### src/rtl/i2s_frame_sequencer_if.sv
// Sample/control bundle between the synth engine, the I2S frame sequencer
// and the downstream serializer. The master modport is the sequencer side.
interface i2s_frame_sequencer_if #(
   parameter int unsigned AUD_BIT_DEPTH = 24
);
   logic                     run_en;
   logic                     sample_valid;
   logic [AUD_BIT_DEPTH-1:0] i_lsample;
   logic [AUD_BIT_DEPTH-1:0] i_rsample;
   logic                     oAUD_BCLK;
   logic                     oAUD_DACLRCK;
   logic                     o_sample_req;
   logic                     o_i2s_enable;
   logic [AUD_BIT_DEPTH-1:0] o_lsound_out;
   logic [AUD_BIT_DEPTH-1:0] o_rsound_out;
   logic [7:0]               o_underrun_cnt;

   modport master (
      input  run_en, sample_valid, i_lsample, i_rsample,
      output oAUD_BCLK, oAUD_DACLRCK, o_sample_req, o_i2s_enable,
             o_lsound_out, o_rsound_out, o_underrun_cnt
   );

   modport slave (
      output run_en, sample_valid, i_lsample, i_rsample,
      input  oAUD_BCLK, oAUD_DACLRCK, o_sample_req, o_i2s_enable,
             o_lsound_out, o_rsound_out, o_underrun_cnt
   );
endinterface

### src/rtl/i2s_frame_sequencer.sv
// Master-mode I2S timing generator and per-frame stereo sample scheduler.
// Generates BCLK/DACLRCK from iCLK, requests one L/R pair per 64-bit frame,
// and holds the serializer disabled until START_FRAMES good frames are seen.
// Optional build macro I2S_UNDERRUN_MUTE_EN: an underrun zeroes the pending
// pair (missed frame is silent) instead of repeating the previous pair.
module i2s_frame_sequencer #(
   parameter int unsigned AUD_BIT_DEPTH = 24,
   parameter int unsigned BCLK_HALF_DIV = 4,
   parameter int unsigned START_FRAMES  = 2
) (
   input  logic                  iCLK,
   input  logic                  reset_reg,
   i2s_frame_sequencer_if.master bus
);

   localparam int unsigned     DivW     = (BCLK_HALF_DIV > 1) ? $clog2(BCLK_HALF_DIV) : 1;
   localparam logic [DivW-1:0] DivLast  = DivW'(BCLK_HALF_DIV - 1);
   localparam logic [3:0]      StartCnt = 4'(START_FRAMES);

   typedef enum logic [1:0] {StIdle, StPrime, StRun} state_e;

   logic [DivW-1:0]          divcnt_q, divcnt_d;
   logic                     bclk_q, bclk_d;
   logic [5:0]               bitcnt_q, bitcnt_d;
   logic                     lrck_q, lrck_d;
   state_e                   state_q, state_d;
   logic [3:0]               goodcnt_q, goodcnt_d;
   logic                     en_q, en_d;
   logic                     req_q, req_d;
   logic [7:0]               ucnt_q, ucnt_d;
   logic [AUD_BIT_DEPTH-1:0] pend_l_q, pend_l_d;
   logic [AUD_BIT_DEPTH-1:0] pend_r_q, pend_r_d;
   logic [AUD_BIT_DEPTH-1:0] rstage_q, rstage_d;
   logic [AUD_BIT_DEPTH-1:0] lsound_q, lsound_d;
   logic [AUD_BIT_DEPTH-1:0] rsound_q, rsound_d;

   logic       fall_stb;
   logic [5:0] bitcnt_nxt;
   logic       frame_start;
   logic       deadline;
   logic       slot_r;
   logic       accept;
   logic       underrun;

   // Slot-position strobes, all keyed to the BCLK falling transition.
   assign fall_stb    = (divcnt_q == DivLast) && bclk_q;
   assign bitcnt_nxt  = bitcnt_q + 6'd1;
   assign frame_start = fall_stb && (bitcnt_nxt == 6'd0);
   assign deadline    = fall_stb && (bitcnt_nxt == 6'd48);
   assign slot_r      = fall_stb && (bitcnt_nxt == 6'd16);
   assign accept      = bus.sample_valid && req_q;
   // A valid arriving on the deadline clock itself still counts as accepted.
   assign underrun    = deadline && req_q && !bus.sample_valid;

   // Bit clock divider, bit counter and LR clock next-state.
   always_comb begin
      divcnt_d = divcnt_q;
      bclk_d   = bclk_q;
      bitcnt_d = bitcnt_q;
      lrck_d   = lrck_q;
      if (divcnt_q == DivLast) begin
         divcnt_d = '0;
         bclk_d   = ~bclk_q;
      end else begin
         divcnt_d = divcnt_q + 1'b1;
      end
      if (fall_stb) begin
         bitcnt_d = bitcnt_nxt;
         lrck_d   = bitcnt_nxt[5];
      end
   end

   // Clock generation state; free-running whenever reset is released.
   always_ff @(posedge iCLK or posedge reset_reg) begin
      if (reset_reg) begin
         divcnt_q <= '0;
         bclk_q   <= 1'b0;
         bitcnt_q <= 6'd63;
         lrck_q   <= 1'b1;
      end else begin
         divcnt_q <= divcnt_d;
         bclk_q   <= bclk_d;
         bitcnt_q <= bitcnt_d;
         lrck_q   <= lrck_d;
      end
   end

   // Streaming FSM next-state: priming count and frame-aligned transitions.
   always_comb begin
      state_d   = state_q;
      goodcnt_d = goodcnt_q;
      if (state_q == StPrime) begin
         if (accept && (goodcnt_q != 4'hF)) begin
            goodcnt_d = goodcnt_q + 4'd1;
         end else if (underrun) begin
            goodcnt_d = '0;
         end
      end
      if (frame_start) begin
         unique case (state_q)
            StIdle: begin
               if (bus.run_en) begin
                  state_d   = StPrime;
                  goodcnt_d = '0;
               end
            end
            StPrime: begin
               if (!bus.run_en) begin
                  state_d = StIdle;
               end else if (goodcnt_q == StartCnt) begin
                  state_d = StRun;
               end
            end
            StRun: begin
               if (!bus.run_en) begin
                  state_d = StIdle;
               end
            end
            default: state_d = StIdle;
         endcase
      end
      en_d = (state_d == StRun);
   end

   // FSM state and serializer enable.
   always_ff @(posedge iCLK or posedge reset_reg) begin
      if (reset_reg) begin
         state_q   <= StIdle;
         goodcnt_q <= '0;
         en_q      <= 1'b0;
      end else begin
         state_q   <= state_d;
         goodcnt_q <= goodcnt_d;
         en_q      <= en_d;
      end
   end

   // Request handshake, underrun accounting and frame-aligned output words.
   always_comb begin
      req_d    = req_q;
      ucnt_d   = ucnt_q;
      pend_l_d = pend_l_q;
      pend_r_d = pend_r_q;
      rstage_d = rstage_q;
      lsound_d = lsound_q;
      rsound_d = rsound_q;
      if (accept) begin
         pend_l_d = bus.i_lsample;
         pend_r_d = bus.i_rsample;
         req_d    = 1'b0;
      end else if (underrun) begin
         req_d = 1'b0;
`ifdef I2S_UNDERRUN_MUTE_EN
         pend_l_d = '0;
         pend_r_d = '0;
`else
         pend_l_d = pend_l_q;
         pend_r_d = pend_r_q;
`endif
         if (ucnt_q != 8'hFF) begin
            ucnt_d = ucnt_q + 8'd1;
         end
      end
      if (frame_start) begin
         req_d = (state_d != StIdle);
      end
      // Left word and the staged right word are taken together from the value
      // pending after this clock, so a late accept or a mute lands in both.
      // The right word is staged because the next request may refill the
      // pending pair before the right slot of the following frame.
      if (deadline) begin
         lsound_d = pend_l_d;
         rstage_d = pend_r_d;
      end
      if (slot_r) begin
         rsound_d = rstage_q;
      end
   end

   // Handshake and sample data registers.
   always_ff @(posedge iCLK or posedge reset_reg) begin
      if (reset_reg) begin
         req_q    <= 1'b0;
         ucnt_q   <= '0;
         pend_l_q <= '0;
         pend_r_q <= '0;
         rstage_q <= '0;
         lsound_q <= '0;
         rsound_q <= '0;
      end else begin
         req_q    <= req_d;
         ucnt_q   <= ucnt_d;
         pend_l_q <= pend_l_d;
         pend_r_q <= pend_r_d;
         rstage_q <= rstage_d;
         lsound_q <= lsound_d;
         rsound_q <= rsound_d;
      end
   end

   assign bus.oAUD_BCLK      = bclk_q;
   assign bus.oAUD_DACLRCK   = lrck_q;
   assign bus.o_sample_req   = req_q;
   assign bus.o_i2s_enable   = en_q;
   assign bus.o_lsound_out   = lsound_q;
   assign bus.o_rsound_out   = rsound_q;
   assign bus.o_underrun_cnt = ucnt_q;

endmodule

### src/flat_wrapper.sv
// flat-port wrapper written by rule: the top's interface ports become plain ports
module i2s_frame_sequencer_flat 
#(
   parameter int unsigned AUD_BIT_DEPTH = 24,
   parameter int unsigned BCLK_HALF_DIV = 4,
   parameter int unsigned START_FRAMES  = 2
)
  (iCLK, reset_reg, bus_run_en, bus_sample_valid, bus_i_lsample, bus_i_rsample, bus_oAUD_BCLK, bus_oAUD_DACLRCK, bus_o_sample_req, bus_o_i2s_enable, bus_o_lsound_out, bus_o_rsound_out, bus_o_underrun_cnt);
  i2s_frame_sequencer_if #(.AUD_BIT_DEPTH(AUD_BIT_DEPTH)) bus_i ();
  input  logic iCLK;
  input  logic reset_reg;
  input wire logic [$bits(bus_i.run_en)-1:0] bus_run_en;
  input wire logic [$bits(bus_i.sample_valid)-1:0] bus_sample_valid;
  input wire logic [$bits(bus_i.i_lsample)-1:0] bus_i_lsample;
  input wire logic [$bits(bus_i.i_rsample)-1:0] bus_i_rsample;
  output wire logic [$bits(bus_i.oAUD_BCLK)-1:0] bus_oAUD_BCLK;
  output wire logic [$bits(bus_i.oAUD_DACLRCK)-1:0] bus_oAUD_DACLRCK;
  output wire logic [$bits(bus_i.o_sample_req)-1:0] bus_o_sample_req;
  output wire logic [$bits(bus_i.o_i2s_enable)-1:0] bus_o_i2s_enable;
  output wire logic [$bits(bus_i.o_lsound_out)-1:0] bus_o_lsound_out;
  output wire logic [$bits(bus_i.o_rsound_out)-1:0] bus_o_rsound_out;
  output wire logic [$bits(bus_i.o_underrun_cnt)-1:0] bus_o_underrun_cnt;
  assign bus_i.run_en = bus_run_en;
  assign bus_i.sample_valid = bus_sample_valid;
  assign bus_i.i_lsample = bus_i_lsample;
  assign bus_i.i_rsample = bus_i_rsample;
  assign bus_oAUD_BCLK = bus_i.oAUD_BCLK;
  assign bus_oAUD_DACLRCK = bus_i.oAUD_DACLRCK;
  assign bus_o_sample_req = bus_i.o_sample_req;
  assign bus_o_i2s_enable = bus_i.o_i2s_enable;
  assign bus_o_lsound_out = bus_i.o_lsound_out;
  assign bus_o_rsound_out = bus_i.o_rsound_out;
  assign bus_o_underrun_cnt = bus_i.o_underrun_cnt;
  i2s_frame_sequencer #(.AUD_BIT_DEPTH(AUD_BIT_DEPTH), .BCLK_HALF_DIV(BCLK_HALF_DIV), .START_FRAMES(START_FRAMES)) u_core (.iCLK(iCLK), .reset_reg(reset_reg), .bus(bus_i));
endmodule
### config.mk
export PLATFORM = sky130hd
export DESIGN_NAME = i2s_frame_sequencer_flat
export DESIGN_NICKNAME = d
export VERILOG_FILES = /design/src/rtl/i2s_frame_sequencer_if.sv /design/src/rtl/i2s_frame_sequencer.sv /design/src/flat_wrapper.sv
export SDC_FILE = /design/constraint.sdc
export NUM_CORES = 1
export LEC_CHECK = 0
export ABC_AREA = 1
export ABC_CLOCK_PERIOD_IN_PS = 14500
export CAP_MARGIN = 30
export CORE_MARGIN = 3
export CORE_UTILIZATION = 25
export CTS_BUF_LIST = sky130_fd_sc_hd__clkbuf_4
export CTS_CLUSTER_SIZE = 10
export DETAILED_ROUTE_END_ITERATION = 16
export PLACE_DENSITY = 0.52
export REMOVE_ABC_BUFFERS = 1
export SYNTH_ARGS = -nofsm -noshare
export SYNTH_HDL_FRONTEND = slang
export SYNTH_SLANG_ARGS = --single-unit
### constraint.sdc
create_clock -name iCLK -period 14.5 [get_ports iCLK]
set_clock_uncertainty 0.2 [all_clocks]
set_input_delay 3.625 -clock iCLK [delete_from_list [all_inputs] [get_ports iCLK]]
set_output_delay 3.625 -clock iCLK [all_outputs]
set_load 0.02 [all_outputs]
==> impl_results.md <==
- Critical path data required time: 14.76 ns
- IO Count: 112
- Starting density of the core: 25.87%
- Clock slew at reported path FFs: 0.12 ns
- WL/cell: 12.33 um
- Startpoint Class: input port
- Chip height: 160.5 um
- CTS tree: yes
- Ys async rst share: 100.0%
- Yosys warnings: 0
- Leak Pwr: 3.698 nW
- Die area: 0.02575 mm2
- Post-CTS sizing: 0
- Main flop type after synthesis: dfrtp_1
- ANT nets after route: 0
- Routed vias/inst: 4.046
- Most frequent cell after synthesis: nand2_1
- DP HPWL: 8811 um
- Tmin final: 5.756 ns
- CP most frequent cell: inv_1
- Final hold vios: 0
- CP Cell Sequence: clkdlybuf4s50_1 -> nand2_2 -> buf_4 -> inv_2 -> nand2_1 -> nor2_1 -> inv_1 -> o22ai_1 -> inv_1 -> a21boi_0
- Cell Area, Synth: 0.005964 mm2
- Core Box Area: 0.02305 mm2
- Max IR drop VDD: 0.03398 mV
- Maximum number of pins on one net before global-route repair: 92
- Distinct cell type count after synthesis: 34
- Mean post-synth cell area: 8.942 um2
- Hold slack: 0.2420 ns
- Mapped Cells: 667
- Std-Cell Rows: 55
- Power per cell area: 90.10 mW/mm2
- Max Clock Freq: 173.7 MHz
- CTS buffer count: 17
- Final period utilization: 39.70%
- CTS sink cnt: 145
- Post-synth top area cell: dfrtp_1
- Tot GR Track Use: 11.50%
- Vias in the first global route: 4789
- Syn-to-layout area delta: 28.05%
- CP arrival: 6.01 ns
- Hold Crit Class: reg2reg
- Buffers plus inverters on the worst setup path: 5
- Sequential fraction of the synthesis area: 60.96%
- Post-synth top cells: nand2_1 (305), dfrtp_1 (139), inv_1 (55), o21ai_1 (41), o21ai_0 (19)
- CP Capture Type: flop
- Initial antenna violation count: 1
- Drt pass-1 iters: 4
- CP delay by family, top: buffers and inverters
- Grt ovf: 0
- Die Wd: 160.5 um
- Crit Path Class: in2reg
- Postcts setup bufs: 0
- Critical-path top delay cell: inv_2
- Setup tns final: 0 ns
- Crit path max fanout: 52
- Actual slew at the worst max-slew pin: 0.8673 ns
- Clock root buffer: clkbuf_4
- Top cells by area, synth: dfrtp_1 (58%), nand2_1 (19%), inv_1 (3.5%), o21ai_1 (3.4%), dfstp_2 (2.6%)
- Post-synth EDFFs: 0
- DRC: 0
- Clock tree buffer depth: 2
- Number of port buffers: 111
- Share of cells above drive strength 1: 7.370%
- DR vias: 4455
- Outcome: complete, no violations
- FF+latch count, synth: 145
- Final GP Congestion: 0.7262
- Final WL: 13570 um
- Final Max Slew Viols: 0
- Wire length of the first global-routing pass: 23940 um
- Unrepaired setup endpoints after global routing: no
- Final setup violation count: 0
- Max-Cap Viols: 0
- Number of H-tree levels: 4
- CP peak stage delay: 0.71 ns
- CTS hold repair buffers: 0
- Slew Limit Headroom: 42.09%
- Yosys top cell area share: 58.32%
- DRT iter0 DRCs: 214
- # nets final: 834
- Clk_lat worst skew: 0.53 ns
-- report_power, final --
part           internal (mW)  switching [mW]
logic                 0.0123          0.0111
registers              0.404               0
clock network          0.104           0.156
total                  0.521           0.168
-- metal layers --
layer  track usage [%]  vias to the layer above  part of all wire [%]
met5                 0                        -                     0
met1             14.31                     2092                    47
li1                  -                     2290                     -
met2             19.25                       67                    47
met3             3.895                        6                   4.6
met4             2.840                        0                  0.83
-- area by class of cell --
type	instances	area, um2
fill	2435	15420
sequential	145	3636
multi-input combinational	441	1961
timing repair buffer	114	1154
tap	313	391.6
inverter	57	221.5
clock inverter	12	136.4
clock buffer	18	135.1
antenna	1	2.502
-- sequential cells by signal, summed over array words and instances (netlist names), 2 cells and up --
| name | cells |
|---|---|
| u_core.bus.o_lsound_out | 24 |
| u_core.bitcnt_q | 5 |
| u_core.divcnt_q | 2 |
| u_core.state_q | 2 |
| u_core.pend_r_q | 24 |
| u_core.rstage_q | 24 |
| u_core.pend_l_q | 24 |
| u_core.bus.o_rsound_out | 24 |
| u_core.goodcnt_q | 4 |
| u_core.bus.o_underrun_cnt | 8 |
-- worst reg2reg max path, delay by kind of cell (launching register included) --
kind            cells  cell delay (ns)
buf+inv             2             0.69
fa+ha+maj           1             0.22
flops               1             0.60
simple gates        7             0.83
compound gates      1             0.10
-- logic make-up after synthesis --
kind of cell | count (synthesis) | synth area share, %
AO/OA/AOI/OAI | 75 | 6.797
AND/OR/NAND/NOR | 355 | 24.04
flip-flops | 145 | 60.96
buffers and inverters | 81 | 6.209
XOR/XNOR | 5 | 0.7342
adder cells (fa/ha/maj) | 6 | 1.259
-- placed cells by master, fill, tap and decap left out, types with 2 or more instances in the layout --
cell             instances
bufinv_16                2
nand4_1                  6
inv_1                   53
xnor2_1                  4
inv_6                    4
clkdlybuf4s50_1        111
nor2_1                  15
buf_4                    2
nor3_1                   3
clkinv_1                 2
clkbuf_4                18
a21oi_1                  5
o21ai_0                 19
o21ai_2                  5
nand3_1                 13
clkinvlp_4               2
nand3_2                  2
clkinv_4                 3
ha_1                     6
o21ai_1                 41
nand2_2                  5
dfrtp_1                139
dfstp_2                  6
nor2_2                   2
nand2_1                304
-- path summary, 6_finish.rpt --
check	depth (start not counted)	slack, ns	end	from
hold reg to reg	1	0.24	u_core.divcnt_q[0]$_DFF_PP0_	u_core.divcnt_q[0]$_DFF_PP0_
max in group asynchronous	3	9.42	u_core.bus.o_sample_req$_DFFE_PP0P_	reset_reg
hold / removal	1	0.24	u_core.divcnt_q[0]$_DFF_PP0_	u_core.divcnt_q[0]$_DFF_PP0_
setup / recovery	10	8.74	u_core.goodcnt_q[1]$_DFF_PP0_	bus_sample_valid
min in group asynchronous	2	3.40	u_core.bus.o_rsound_out[20]$_DFFE_PP0P_	reset_reg
setup reg to reg	11	11.79	u_core.rstage_q[22]$_DFFE_PP0N_	u_core.bitcnt_q[0]$_DFFE_PP1P_
-- metrics by stage --
stage               cell area [um2]  setup WS, ns  instances  total power [mW]  util (%)
finish                         7637         8.744       1101            0.6881     33.13
global route                   7637         8.486       1101            0.7254     33.13
CTS                            7635         8.745       1100            0.7047     33.12
detailed placement             7363         8.124       1070            0.4367     31.94
global placement               7336         8.183       1069            0.4368     31.82
floorplan                      5811         6.790        643            0.4182         -
Note: power is estimated with default switching activity, not from simulation.
